--- src/rtl/seg7_display_mux.sv ---
// 4-digit common-anode 7-segment display driver for the clock's HH:MM time.
// Scans M2, M1, H2, H1 in turn, blinks the field under adjustment and drives
// a blinking colon dot. All pin outputs are registered (1-cycle latency).
//
// Ports:
//   clk, rst        system clock, synchronous active-high reset
//   H1, H2, M1, M2  BCD time digits (hours tens/units, minutes tens/units)
//   adjust          time-adjust mode active
//   sel_hour        hours field selected for adjustment
//   sel_min         minutes field selected for adjustment
//   anode[3:0]      digit enables, active-low; bit0 = M2, bit3 = H1
//   seg[6:0]        segments {g,f,e,d,c,b,a}, active-low
//   dp              decimal point (colon), active-low

module seg7_display_mux #(
    parameter int REFRESH_DIV = 100000,
    parameter int BLINK_DIV   = 25000000
) (
    input  logic       clk,
    input  logic       rst,
    input  logic [1:0] H1,
    input  logic [3:0] H2,
    input  logic [2:0] M1,
    input  logic [3:0] M2,
    input  logic       adjust,
    input  logic       sel_hour,
    input  logic       sel_min,
    output logic [3:0] anode,
    output logic [6:0] seg,
    output logic       dp
);

    // Counter widths; the guard keeps a legal width if a DIV of 1 slips in.
    localparam int RW = (REFRESH_DIV > 1) ? $clog2(REFRESH_DIV) : 1;
    localparam int BW = (BLINK_DIV > 1) ? $clog2(BLINK_DIV) : 1;

    // Terminal counts, sized to the counters so non-power-of-two DIVs fit.
    localparam logic [RW-1:0] REFRESH_MAX = RW'(REFRESH_DIV - 1);
    localparam logic [BW-1:0] BLINK_MAX   = BW'(BLINK_DIV - 1);

    localparam logic [6:0] SEG_OFF  = 7'b1111111;
    localparam logic [6:0] SEG_DASH = 7'b0111111;

    // ------------------------------------------------------------------
    // State
    // ------------------------------------------------------------------
    logic [RW-1:0] refresh_cnt_q, refresh_cnt_d;
    logic [1:0]    digit_idx_q,   digit_idx_d;
    logic [BW-1:0] blink_cnt_q,   blink_cnt_d;
    logic          blink_phase_q, blink_phase_d;
    logic [3:0]    anode_q,       anode_d;
    logic [6:0]    seg_q,         seg_d;
    logic          dp_q,          dp_d;

    // ------------------------------------------------------------------
    // Combinational helpers
    // ------------------------------------------------------------------
    logic       refresh_wrap;
    logic       blink_wrap;
    logic [3:0] digit_val;
    logic [3:0] digit_lim;
    logic       digit_legal;
    logic       hour_blank;
    logic       min_blank;
    logic       digit_blank;
    logic [6:0] digit_seg;
    logic       colon_on;

    assign refresh_wrap = (refresh_cnt_q == REFRESH_MAX);
    assign blink_wrap   = (blink_cnt_q == BLINK_MAX);

    // Refresh counter and digit index.
    always_comb begin
        refresh_cnt_d = refresh_cnt_q + RW'(1);
        digit_idx_d   = digit_idx_q;
        if (refresh_wrap) begin
            refresh_cnt_d = '0;
            digit_idx_d   = digit_idx_q + 2'd1;
        end
    end

    // Blink counter runs continuously, independent of adjust.
    always_comb begin
        blink_cnt_d   = blink_cnt_q + BW'(1);
        blink_phase_d = blink_phase_q;
        if (blink_wrap) begin
            blink_cnt_d   = '0;
            blink_phase_d = ~blink_phase_q;
        end
    end

    // Pick the digit for the current scan position together with the
    // largest value that digit may legally hold.
    always_comb begin
        digit_val = M2;
        digit_lim = 4'd9;
        unique case (digit_idx_q)
            2'd0: begin
                digit_val = M2;
                digit_lim = 4'd9;
            end
            2'd1: begin
                digit_val = {1'b0, M1};
                digit_lim = 4'd5;
            end
            2'd2: begin
                digit_val = H2;
                digit_lim = 4'd9;
            end
            2'd3: begin
                digit_val = {2'b00, H1};
                digit_lim = 4'd2;
            end
        endcase
    end

    assign digit_legal = (digit_val <= digit_lim);

    // BCD to active-low segments; anything outside the digit's legal
    // range is shown as a dash rather than a wrong numeral.
    always_comb begin
        digit_seg = SEG_DASH;
        if (digit_legal) begin
            case (digit_val)
                4'd0:    digit_seg = 7'b1000000;
                4'd1:    digit_seg = 7'b1111001;
                4'd2:    digit_seg = 7'b0100100;
                4'd3:    digit_seg = 7'b0110000;
                4'd4:    digit_seg = 7'b0011001;
                4'd5:    digit_seg = 7'b0010010;
                4'd6:    digit_seg = 7'b0000010;
                4'd7:    digit_seg = 7'b1111000;
                4'd8:    digit_seg = 7'b0000000;
                4'd9:    digit_seg = 7'b0010000;
                default: digit_seg = SEG_DASH;
            endcase
        end
    end

    // Blanking of the field under adjustment on the "off" blink phase.
    assign hour_blank  = adjust & sel_hour & blink_phase_q;
    assign min_blank   = adjust & sel_min & blink_phase_q;
    assign digit_blank = digit_idx_q[1] ? hour_blank : min_blank;

    // Colon sits on H2; it blinks normally and holds steady in adjust.
    assign colon_on = (digit_idx_q == 2'd2)
                    & (~blink_phase_q | adjust)
                    & ~digit_blank;

    // Next pin values.
    always_comb begin
        anode_d = 4'b1111;
        seg_d   = SEG_OFF;
        dp_d    = ~colon_on;
        if (!digit_blank) begin
            anode_d[digit_idx_q] = 1'b0;
            seg_d                = digit_seg;
        end
    end

    // ------------------------------------------------------------------
    // Registers
    // ------------------------------------------------------------------
    always_ff @(posedge clk) begin
        if (rst) begin
            refresh_cnt_q <= '0;
            digit_idx_q   <= 2'd0;
            blink_cnt_q   <= '0;
            blink_phase_q <= 1'b0;
            anode_q       <= 4'b1111;
            seg_q         <= SEG_OFF;
            dp_q          <= 1'b1;
        end else begin
            refresh_cnt_q <= refresh_cnt_d;
            digit_idx_q   <= digit_idx_d;
            blink_cnt_q   <= blink_cnt_d;
            blink_phase_q <= blink_phase_d;
            anode_q       <= anode_d;
            seg_q         <= seg_d;
            dp_q          <= dp_d;
        end
    end

    assign anode = anode_q;
    assign seg   = seg_q;
    assign dp    = dp_q;

endmodule

--- config.mk ---
export PLATFORM = sky130hd
export DESIGN_NAME = seg7_display_mux
export DESIGN_NICKNAME = d
export VERILOG_FILES = /design/src/rtl/seg7_display_mux.sv
export SDC_FILE = /design/constraint.sdc
export NUM_CORES = 1
export LEC_CHECK = 0
export BUFFER_PORTS_ARGS = -buffer_cell sky130_fd_sc_hd__buf_2
export CAP_MARGIN = 10
export CELL_PAD_IN_SITES_DETAIL_PLACEMENT = 1
export CELL_PAD_IN_SITES_GLOBAL_PLACEMENT = 1
export CORE_MARGIN = 2
export CORE_UTILIZATION = 49
export CTS_BUF_LIST = sky130_fd_sc_hd__clkbuf_2
export DETAILED_ROUTE_END_ITERATION = 8
export GPL_TIMING_DRIVEN = 0
export HOLD_SLACK_MARGIN = 0.1
export PLACE_DENSITY = 0.95
export SLEW_MARGIN = 25
export SYNTH_ARGS = -nofsm -noshare
export SYNTH_HDL_FRONTEND = slang
export SYNTH_SLANG_ARGS = --single-unit
--- constraint.sdc ---
create_clock -name clk -period 7.4 [get_ports clk]
set_clock_uncertainty 0.15 [all_clocks]
set_input_delay 0 -clock clk [delete_from_list [all_inputs] [get_ports clk]]
set_output_delay 0 -clock clk [all_outputs]
set_load 0.02 [all_outputs]
==> results.md, run 1 <==
- The total negative setup slack is 0 ps.
- The largest net degree at the start of global routing is 11.
- The count of buffers added on input and output ports is 29.
- In this run the remaining antenna-violating nets after routing total 0.
- Of all flip-flops after synthesis, the portion carrying an async set or reset was 0%.
- The post-route core utilization is about 60%.
- Setup repair after global routing left no endpoint under its margin.
- Sequential cells account for about three fifths of the total power.
- The synthesized design devotes to its leading area cell type between 40% and 50% of total area.
- The net count after synthesis is around 330.
- The endpoint required time on the critical path is about 7700 ps.
- Yosys printed 0 warnings.
- The total global routing overflow is 0.
- Combinational cells account for 9.8% of the total power.
- The count of TritonRoute iterations in the first routing pass is 5.
- Of all nets on the critical path, the largest fanout is 10.
- At the later pin of the worst-skew pair, clock insertion delay measures about 530 ps.
- Max-cap violations in this run came to 0.
- Net switching is between 30% and 40% of the power.
- The detail-routed net length per standard cell is about 21 um.
- The worst setup path is captured at a flip-flop.
- By area the synthesized netlist is led by sky130_fd_sc_hd__dfxtp_1, sky130_fd_sc_hd__nor2_1, sky130_fd_sc_hd__xor2_1.
- The finished cells cover ~3200 um2.
- The die is around 78 um wide.
- Leaving out fill and tap cells, the most frequent cell in the layout is sky130_fd_sc_hd__nor2_1.
- Pin placement for this block handled 30 I/O pins.
- The die covers 6130 um2.
- The core region area is 5410 um2.
- In the layout the commonest cells are sky130_fd_sc_hd__nor2_1, sky130_fd_sc_hd__dfxtp_1, sky130_fd_sc_hd__buf_2.
- The total clock buffers created by CTS is 9.
- The flip-flop cell with the highest count after synthesis is sky130_fd_sc_hd__dfxtp_1.
- Post-CTS timing repair inserted 0 buffers for setup.
- The average instance in the mapped netlist occupies slightly below 9 um2.
- Once detailed placement completed, the half-perimeter wirelength came to about 4900 um.
- The placed instance area is 2940 um2.
- For this block, the initial DRC count from the detailed router was around 190.
- The final number of setup-violating endpoints is 0.
- The initialized floorplan defines 27 standard-cell rows.
- Synthesis produced about 300 cells.
- The TritonCTS clock tree is yes.
- The placement-stage worst setup slack is ~4000 ps.
- The clock period minus final worst setup slack is roughly 4500 ps.
- The final antenna diode count is 0.
- In the routed layout, each cell is associated on average with a via count of ~5.9.
- Clock tree synthesis found a total of 57 sinks.
- The post-layout worst setup margin is 2890 ps.
- The worst reg-to-reg setup slack is ~2900 ps.
- CTS placed an instance of sky130_fd_sc_hd__clkbuf_2 at the clock tree root.
- CTS built an H-tree with a depth of 3.
- The kind of critical path is flip-flop to flip-flop.
- The biggest area contributor in the post-synthesis netlist is sky130_fd_sc_hd__dfxtp_1.
- The global-route usage over all layers is a little under a third.
- The number of endpoints with negative hold slack in the final report is 0.
- The slowest stage of the critical path belongs to the cell sky130_fd_sc_hd__dlygate4sd3_1.
- The weighted congestion at the end of routability-driven global placement is around 0.76.
- Summing internal, switching and leakage power gives 538 uW.
- The first global-routing pass estimated approximately 15,000 um of wire.
- Data arrives at the worst endpoint at between 4000 and 5000 ps.
- The analysis attributes to cell leakage a power of 0.00120 uW.
- For this run, the register share of the synthesized area comes to ~42%.
- The signal on the critical path passes through inv_1 -> ha_1 -> clkbuf_1 -> o21ai_0 -> dlygate4sd3_1 -> clkbuf_1 -> ha_1 -> nand2_1 -> a21oi_1 -> a211oi_1 -> o31a_1 -> o211ai_1 -> dlygate4sd3_1.
- The number of max-slew violations in the final report was 0.
- Yosys mapped a number of flops with a built-in enable equal to 0.
- Based on the critical path, the design can be clocked at up to between 0.2 and 0.25 GHz.
- The count of fill cells added during filler insertion is 643.
- The clock share of power is between 30% and 40%.
- Clock-pin slew was measured on the worst setup and hold paths at around 200 ps.
- The routed layout has around 2,600 vias.
- The final layout contains routed wiring with a total length of just over 9000 um.
- The net switching power is ~160 uW.
- The initial utilization of the core area, before any placement, comes to between 50% and 60%.
- The net count reported at finish is roughly 390.
- For this run, design rule violations remaining after detail routing come to 0.
- Measured against its own limit, the worst slew margin works out to a little under half.
- Counting distinct cell types in the post-synthesis netlist gives 46.
- STA classifies the critical path startpoint as a flip-flop.
- The clock passes through at most 2 buffers.
- The summed instance area of the synthesized netlist is 2700 um2.
- The final worst-path cycle share is about three fifths.
- In this design, the stage delay of the slowest critical-path cell is 600 ps.
- The design internal power is ~380 uW.
- The worst min-delay path class is primary input to flip-flop.
- The power density over cell area is roughly 170 nW/um2.
- Cells with a size suffix above 1 make up 14.9% of the layout.
- At the pin with the least slew margin, the transition time is 805 ps.
- The overall die height is between 70 and 80 um.
- The synthesized flop and latch total is 57.
- The via count of the first global-routing pass is approximately 2,800.
- The growth of design area from synthesis to finish is 16.7%.
- The number of antenna violations at the first check in global routing is 0.
- The run finished with clean final reports.
- The worst supply voltage drop on vdd is a little under 0.08 mV.
-- Yosys cell counts, types with 2 or more instances --
cell                        count
sky130_fd_sc_hd__nand4_1       10
sky130_fd_sc_hd__dfxtp_1       57
sky130_fd_sc_hd__nor2_1        62
sky130_fd_sc_hd__nand3_1       22
sky130_fd_sc_hd__nor2b_1        2
sky130_fd_sc_hd__ha_1          11
sky130_fd_sc_hd__a222oi_1       2
sky130_fd_sc_hd__a21oi_1        3
sky130_fd_sc_hd__inv_1         12
sky130_fd_sc_hd__and3_1         3
sky130_fd_sc_hd__mux2_2         3
sky130_fd_sc_hd__and2_1         2
sky130_fd_sc_hd__o21ai_0        4
sky130_fd_sc_hd__a31oi_1        2
sky130_fd_sc_hd__xor2_1        23
sky130_fd_sc_hd__nor3_1         5
sky130_fd_sc_hd__nand2_1       21
sky130_fd_sc_hd__and4_1         4
sky130_fd_sc_hd__clkbuf_1       4
sky130_fd_sc_hd__nor4_1         2
sky130_fd_sc_hd__xnor2_1       18
sky130_fd_sc_hd__nor4b_1        2
sky130_fd_sc_hd__o2111ai_1      2
sky130_fd_sc_hd__buf_6          3
sky130_fd_sc_hd__o31a_1         2
sky130_fd_sc_hd__mux2i_1        2
sky130_fd_sc_hd__nand2b_1       2
-- path summary, 6_finish.rpt --
check / start / to / cells past startpoint
setup reg to reg: digit_idx_q[0] / seg[4] / 13
hold / removal: rst / digit_idx_q[0] / 3
hold reg to reg: refresh_cnt_q[0] / refresh_cnt_q[0] / 1
setup / recovery: digit_idx_q[0] / seg[4] / 13
-- routing by layer --
metal | share of wire (%) | GRT usage (%)
met5 | 0 | 0
met4 | 7.5 | 25.3
met3 | 4.7 | 7.82
met2 | 50 | 54.4
met1 | 38 | 33.0
-- critical path, delay by kind of cell (launching register included) --
kind / cells / cell delay [ps]
fa+ha+maj: 2 / 560
simple gates: 1 / 90
flops: 1 / 560
compound gates: 5 / 1110
buf+inv: 5 / 1940
-- kinds of logic after synthesis --
group / Yosys count / synth area share [%]
flip-flops: 57 / 42.2
AO/OA/AOI/OAI: 22 / 5.79
multiplexers: 5 / 1.99
AND/OR/NAND/NOR: 147 / 27.2
adder cells (fa/ha/maj): 11 / 5.09
XOR/XNOR: 41 / 13.3
buffers and inverters: 21 / 4.40
-- flip-flops by register name (all words and copies together), names as in the netlist --
register,cells
seg,7
digit_idx_q,2
blink_phase_q,1
refresh_cnt_q,17
blink_cnt_q,25
dp,1
anode,4
-- power by group through the flow --
stage / registers (uW) / clock network [uW] / logic, uW
final: 318 / 167 / 52.7
after global routing: 319 / 180 / 56.3
after CTS: 317 / 158 / 47.8
after global placement: 323 / 0 / 39.5
after floorplan: 326 / 0 / 23.9
after detailed placement: 324 / 0 / 41.7
-- what timing repair did --
action                    4_1_cts  5_1_grt
hold endpoints to repair       57        0
hold buffers                   14        0
resized for setup               0        0
-- stage by stage --
| step | instances | hold slack [ps] |
|---|---|---|
| 2_1_floorplan | 304 | -77.6 |
| 3_3_place_gp | 405 | 96.0 |
| 3_5_place_dp | 405 | 111 |
| 4_1_cts | 435 | 113 |
| 5_1_grt | 435 | 145 |
| 6_report | 435 | 140 |
-- layout make-up --
| cell class | count | area [um2] | area share, % |
|---|---|---|---|
| inverters | 12 | 45.0 | 1.43 |
| clock buffers | 10 | 50.0 | 1.59 |
| flip-flops and latches | 57 | 1140 | 36.2 |
| plain buffers | 9 | 73.8 | 2.34 |
| repair buffers | 43 | 285 | 9.05 |
| clock inverters | 6 | 25.0 | 0.794 |
| multi-input cells | 226 | 1440 | 45.8 |
| well taps | 72 | 90.1 | 2.86 |
Note: power is estimated with default switching activity, not from simulation.
==> run 2, diff against run 1 <==
--- a/config.mk
+++ b/config.mk
@@ -5,17 +5,18 @@
 export SDC_FILE = /design/constraint.sdc
 export NUM_CORES = 1
 export LEC_CHECK = 0
+export ABC_AREA = 1
 export BUFFER_PORTS_ARGS = -buffer_cell sky130_fd_sc_hd__buf_2
 export CAP_MARGIN = 10
 export CELL_PAD_IN_SITES_DETAIL_PLACEMENT = 1
 export CELL_PAD_IN_SITES_GLOBAL_PLACEMENT = 1
 export CORE_MARGIN = 2
-export CORE_UTILIZATION = 49
+export CORE_UTILIZATION = 44
 export CTS_BUF_LIST = sky130_fd_sc_hd__clkbuf_2
 export DETAILED_ROUTE_END_ITERATION = 8
 export GPL_TIMING_DRIVEN = 0
 export HOLD_SLACK_MARGIN = 0.1
-export PLACE_DENSITY = 0.95
+export PLACE_DENSITY = 0.92
 export SLEW_MARGIN = 25
 export SYNTH_ARGS = -nofsm -noshare
 export SYNTH_HDL_FRONTEND = slang
==> constraint.sdc (replaced) <==
create_clock -name clk -period 4.61 [get_ports clk]
set_clock_uncertainty 0.15 [all_clocks]
set_input_delay 0 -clock clk [delete_from_list [all_inputs] [get_ports clk]]
set_output_delay 0 -clock clk [all_outputs]
set_load 0.02 [all_outputs]
==> run 2 against run 1 <==
Final area up 19%; sequential cell count unchanged; core utilization down 2.9 points; synthesized area up 14%; via count up 25%; first-iteration DRC count down 17%; register-to-register slack worse by 2800 ps; synthesized cell count up 43%; sequential share of layout area down 5.8 points.
==> results.md, run 2 <==
- The flow ran to the end, and the final reports show no timing, DRC or antenna violations.
- The total area of sequential cells is 1140 um2 (+0.11%).
- The fraction of registers with async set/reset was 0% (unchanged).
- The endpoint arrival time on the critical path came to 4780 ps (-20 ps).
- The worst reg-to-reg setup slack is 90 ps (-2800 ps).
- The worst min-delay path class is primary input to flip-flop.
- The worst hold margin came to 118 ps (-22.2 ps).
- The startpoint identified for the worst hold timing path is rst.
- The total negative setup slack came to 0 ps (unchanged).
- The count of vias placed by the detailed router is 3,221 (+25%).
- The DRC marker count from the first detailed-route iteration came to 155 (-17%).
- The die width is 87.6 um (+12%).
- The power density over cell area was 251 nW/um2 (+47%).
- The overall power consumption was 943 uW (+75%).
- TritonCTS built the clock tree.
- The most area-hungry cell type in the Yosys netlist is sky130_fd_sc_hd__dfxtp_1.
- The worst supply voltage drop on vdd is 0.153 mV (+96%).
- The flip-flop cell with the highest count after synthesis is sky130_fd_sc_hd__dfxtp_1.
- The synthesized flop and latch total was 57 (unchanged).
- By count the netlist is led by sky130_fd_sc_hd__nand2_1, sky130_fd_sc_hd__dfxtp_1, sky130_fd_sc_hd__nor2_1, sky130_fd_sc_hd__inv_1, sky130_fd_sc_hd__nand3_1.
- The largest register by flop count is blink_cnt_q.
- The tree is rooted in a sky130_fd_sc_hd__clkbuf_2.
- The transition at the pin with the smallest max-transition slack is 553 ps (-252 ps).
- The endpoint identified for the worst register-to-register timing path is seg[5].
- The number of flip-flops in the largest register is 25 (unchanged).
- The count of TritonRoute iterations in the first routing pass was 4 (-1).
- The total global routing overflow was 0 (unchanged).
- The number of buffers added on ports is 29 (unchanged).
- The number of max-slew violations in the final report is 0 (unchanged).
- The count of fill cells added during filler insertion came to 887 (+38%).
- The ratio of routed vias to standard cells is 5.31 (-10%).
- Setup repair after global routing left no endpoint under its margin.
- The maximum achievable frequency is 0.221 GHz (-0.17%).
- The global-route usage over all layers is 28.4% (-3.4 points).
- The setup fix buffers added after clock tree synthesis was 0 (unchanged).
- The largest buffer count on any clock path is 2 (unchanged).
- The cell count of the worst reg-to-reg path is 14 (+1).
- The detail-routed net length per standard cell is 16.8 um (-21%).
- The worst setup path is captured at a flip-flop.
- The final number of setup-violating endpoints is 0 (unchanged).
- The growth of design area from synthesis to finish is 22.4%.
- The number of warnings issued by yosys is 0 (unchanged).
- The core region area is 6790 um2 (+26%).
- The static power due to leakage came to 0.00146 uW (+22%).
- The latest clock arrival within the worst-skew pair is 540 ps (about the same).
- The worst setup path is launched from a flip-flop.
- The top-level I/O count came to 30 (unchanged).
- The number of antenna violations at the first check in global routing is 0 (unchanged).
- The post-layout instance area is 3760 um2 (+19%).
- By instance count, the leading cell after synthesis is sky130_fd_sc_hd__nand2_1.
- The net count reported at finish is 535 (+38%).
- The area of the multi-input gates was 1690 um2 (+17%).
- The number of cell rows came to 30 (+11%).
- The post-route DRC violation count was 0 (unchanged).
- The share of layout cells above drive strength 1 is 17.0% (+2.1 points).
- The detailed placer's ending HPWL was 6180 um (+27%).
- The number of stages on the worst hold path is 4 (+1).
- The largest net degree at the start of global routing is 11 (unchanged).
- The launch point of the worst reg-to-reg path is digit_idx_q[0].
- The overall die height is 87.6 um (+12%).
- The die outline area is 7680 um2 (+25%).
- The summed instance area of the synthesized netlist is 3080 um2 (+14%).
- The final routed wirelength across all metal layers is 10,200 um (+10%).
- The number of max-cap violations is 0 (unchanged).
- The number of sinks on the clock net is 57 (unchanged).
- The net count after synthesis is 464 (+39%).
- In the layout the commonest cells are sky130_fd_sc_hd__nand2_1, sky130_fd_sc_hd__dfxtp_1, sky130_fd_sc_hd__nor2_1.
- The path with the worst hold slack has its endpoint at digit_idx_q[0].
- The effective utilization at floorplan is 45.3% (-4.7 points).
- By area the synthesized netlist is led by sky130_fd_sc_hd__dfxtp_1, sky130_fd_sc_hd__nand2_1, sky130_fd_sc_hd__nor2_1.
- The worst setup path is of the flip-flop to flip-flop kind.
- The number of routed nets with antenna violations is 0 (unchanged).
- The CTS clock-pin slew for the worst setup and hold paths was 230 ps (+30 ps).
- The sequential element share of the synthesized area is 37.1% (-5.1 points).
- The number of endpoints with negative hold slack in the final report is 0 (unchanged).
- The via count of the first global-routing pass is 3,601 (+27%).
- The clock period minus final worst setup slack was 4520 ps (+7.59 ps).
- The endpoint required time on the critical path is 4870 ps (-2820 ps).
- The normalized max-slew margin was 62.9% (+17 points).
- The number of synthesized flops with an enable pin is 0 (unchanged).
- The post-route core utilization came to 55.4% (-2.9 points).
- The count of H-tree levels built during CTS came to 3 (unchanged).
- The share of Yosys cell area claimed by the top area cell type is 37.1% (-5.1 points).
- The most common cell after layout, fill and taps aside is sky130_fd_sc_hd__nand2_1.
- The number of library cell types mapped by synthesis is 37 (-20%).
- The first-pass GRT wire length came to 16,800 um (+14%).
- The final worst-path cycle share is 98.0% (+37 points).
- The weighted congestion at the end of routability-driven global placement is 0.833 (+9.3%).
- The final antenna diode count is 0 (unchanged).
- The placed instance area was 3340 um2 (+14%).
- The average cell area after synthesis came to 7.07 um2 (-20%).
- The largest fanout of any net on the critical path came to 8 (-2).
- The count of mapped cells out of synthesis came to 435 (+43%).
- The total clock buffers created by CTS is 9 (unchanged).
[run 2: cell types whose count changed in the layout (fill, tap and decap cells not counted), moves of 6 or more]
cell | previous run | this run
sky130_fd_sc_hd__nor2_1 | 62 | 52
sky130_fd_sc_hd__a21oi_1 | 3 | 23
sky130_fd_sc_hd__nand3_1 | 22 | 36
sky130_fd_sc_hd__nor3_1 | 5 | 20
sky130_fd_sc_hd__nand2_2 | 0 | 9
sky130_fd_sc_hd__inv_1 | 12 | 50
sky130_fd_sc_hd__inv_2 | 0 | 6
sky130_fd_sc_hd__xor2_1 | 23 | 10
sky130_fd_sc_hd__xnor2_1 | 18 | 2
sky130_fd_sc_hd__nand2_1 | 21 | 107
sky130_fd_sc_hd__dlygate4sd3_1 | 14 | 31
[run 2: layout make-up]
| type | count | share of cell area (%) |
|---|---|---|
| multi-input combinational | 318 | 45.0 |
| sequential | 57 | 30.3 |
| timing repair buffer | 60 | 12.1 |
| inverter | 56 | 5.58 |
| tap | 96 | 3.19 |
| clock inverter | 6 | 1.56 |
| clock buffer | 10 | 1.33 |
| buffer | 4 | 0.897 |
[run 2: cells by family after synthesis]
logic type | synth area share [%]
XOR/XNOR | 3.42
buffers and inverters | 7.93
flip-flops | 37.1
AND/OR/NAND/NOR | 40.0
adder cells (fa/ha/maj) | 4.47
AO/OA/AOI/OAI | 7.12
[run 2: worst max-delay path: stages (launching register included)]
cell and delay (ps):
sky130_fd_sc_hd__dfxtp_2 410, sky130_fd_sc_hd__inv_1 140, sky130_fd_sc_hd__ha_1 230, sky130_fd_sc_hd__inv_2 110, sky130_fd_sc_hd__or2_1 230, sky130_fd_sc_hd__nand2_1 70, sky130_fd_sc_hd__dlygate4sd3_1 630, sky130_fd_sc_hd__inv_2 120
sky130_fd_sc_hd__nor2_4 130, sky130_fd_sc_hd__nor2_1 60, sky130_fd_sc_hd__dlygate4sd3_1 620, sky130_fd_sc_hd__nor2_2 160, sky130_fd_sc_hd__dlygate4sd3_1 610, sky130_fd_sc_hd__nand3_1 80, sky130_fd_sc_hd__dlygate4sd3_1 620
[run 2: how the worst max path moves through the flow]
stage          depth (start not counted)      to            from
6_report                              14  seg[5]  digit_idx_q[0]
5_1_grt                               14  seg[5]  digit_idx_q[0]
4_1_cts                               14  seg[5]  digit_idx_q[1]
3_5_place_dp                          14  seg[6]  digit_idx_q[0]
3_3_place_gp                          14  seg[6]  digit_idx_q[0]
2_1_floorplan                         14  seg[6]  digit_idx_q[0]
[run 2: where the power goes]
part           switching (uW)  internal [uW]
logic                    54.1           43.5
registers                5.79            502
clock network             214            123
total                     274            669
[run 2: layer usage]
| layer | global-route usage, % | wire length [um] | vias to the layer above |
|---|---|---|---|
| met4 | 15.4 | 493 | 0 |
| met2 | 51.5 | 5270 | 94 |
| li1 | - | - | 1539 |
| met3 | 8.01 | 427 | 44 |
| met5 | 0 | 0 | - |
| met1 | 29.4 | 3980 | 1544 |
[run 2: metrics by stage]
step	worst slack, ps	cells
after floorplan	2490	435
after global placement	2220	560
after detailed placement	2110	560
after CTS	452	607
after global routing	12.5	607
final	94.1	607
[run 2: what timing repair did]
| item | in CTS | in global routing |
|---|---|---|
| hold buffers | 31 | 0 |
| gates resized for setup | 0 | 3 |
| hold endpoints to repair | 48 | 0 |
| setup endpoints to repair | 0 | 1 |
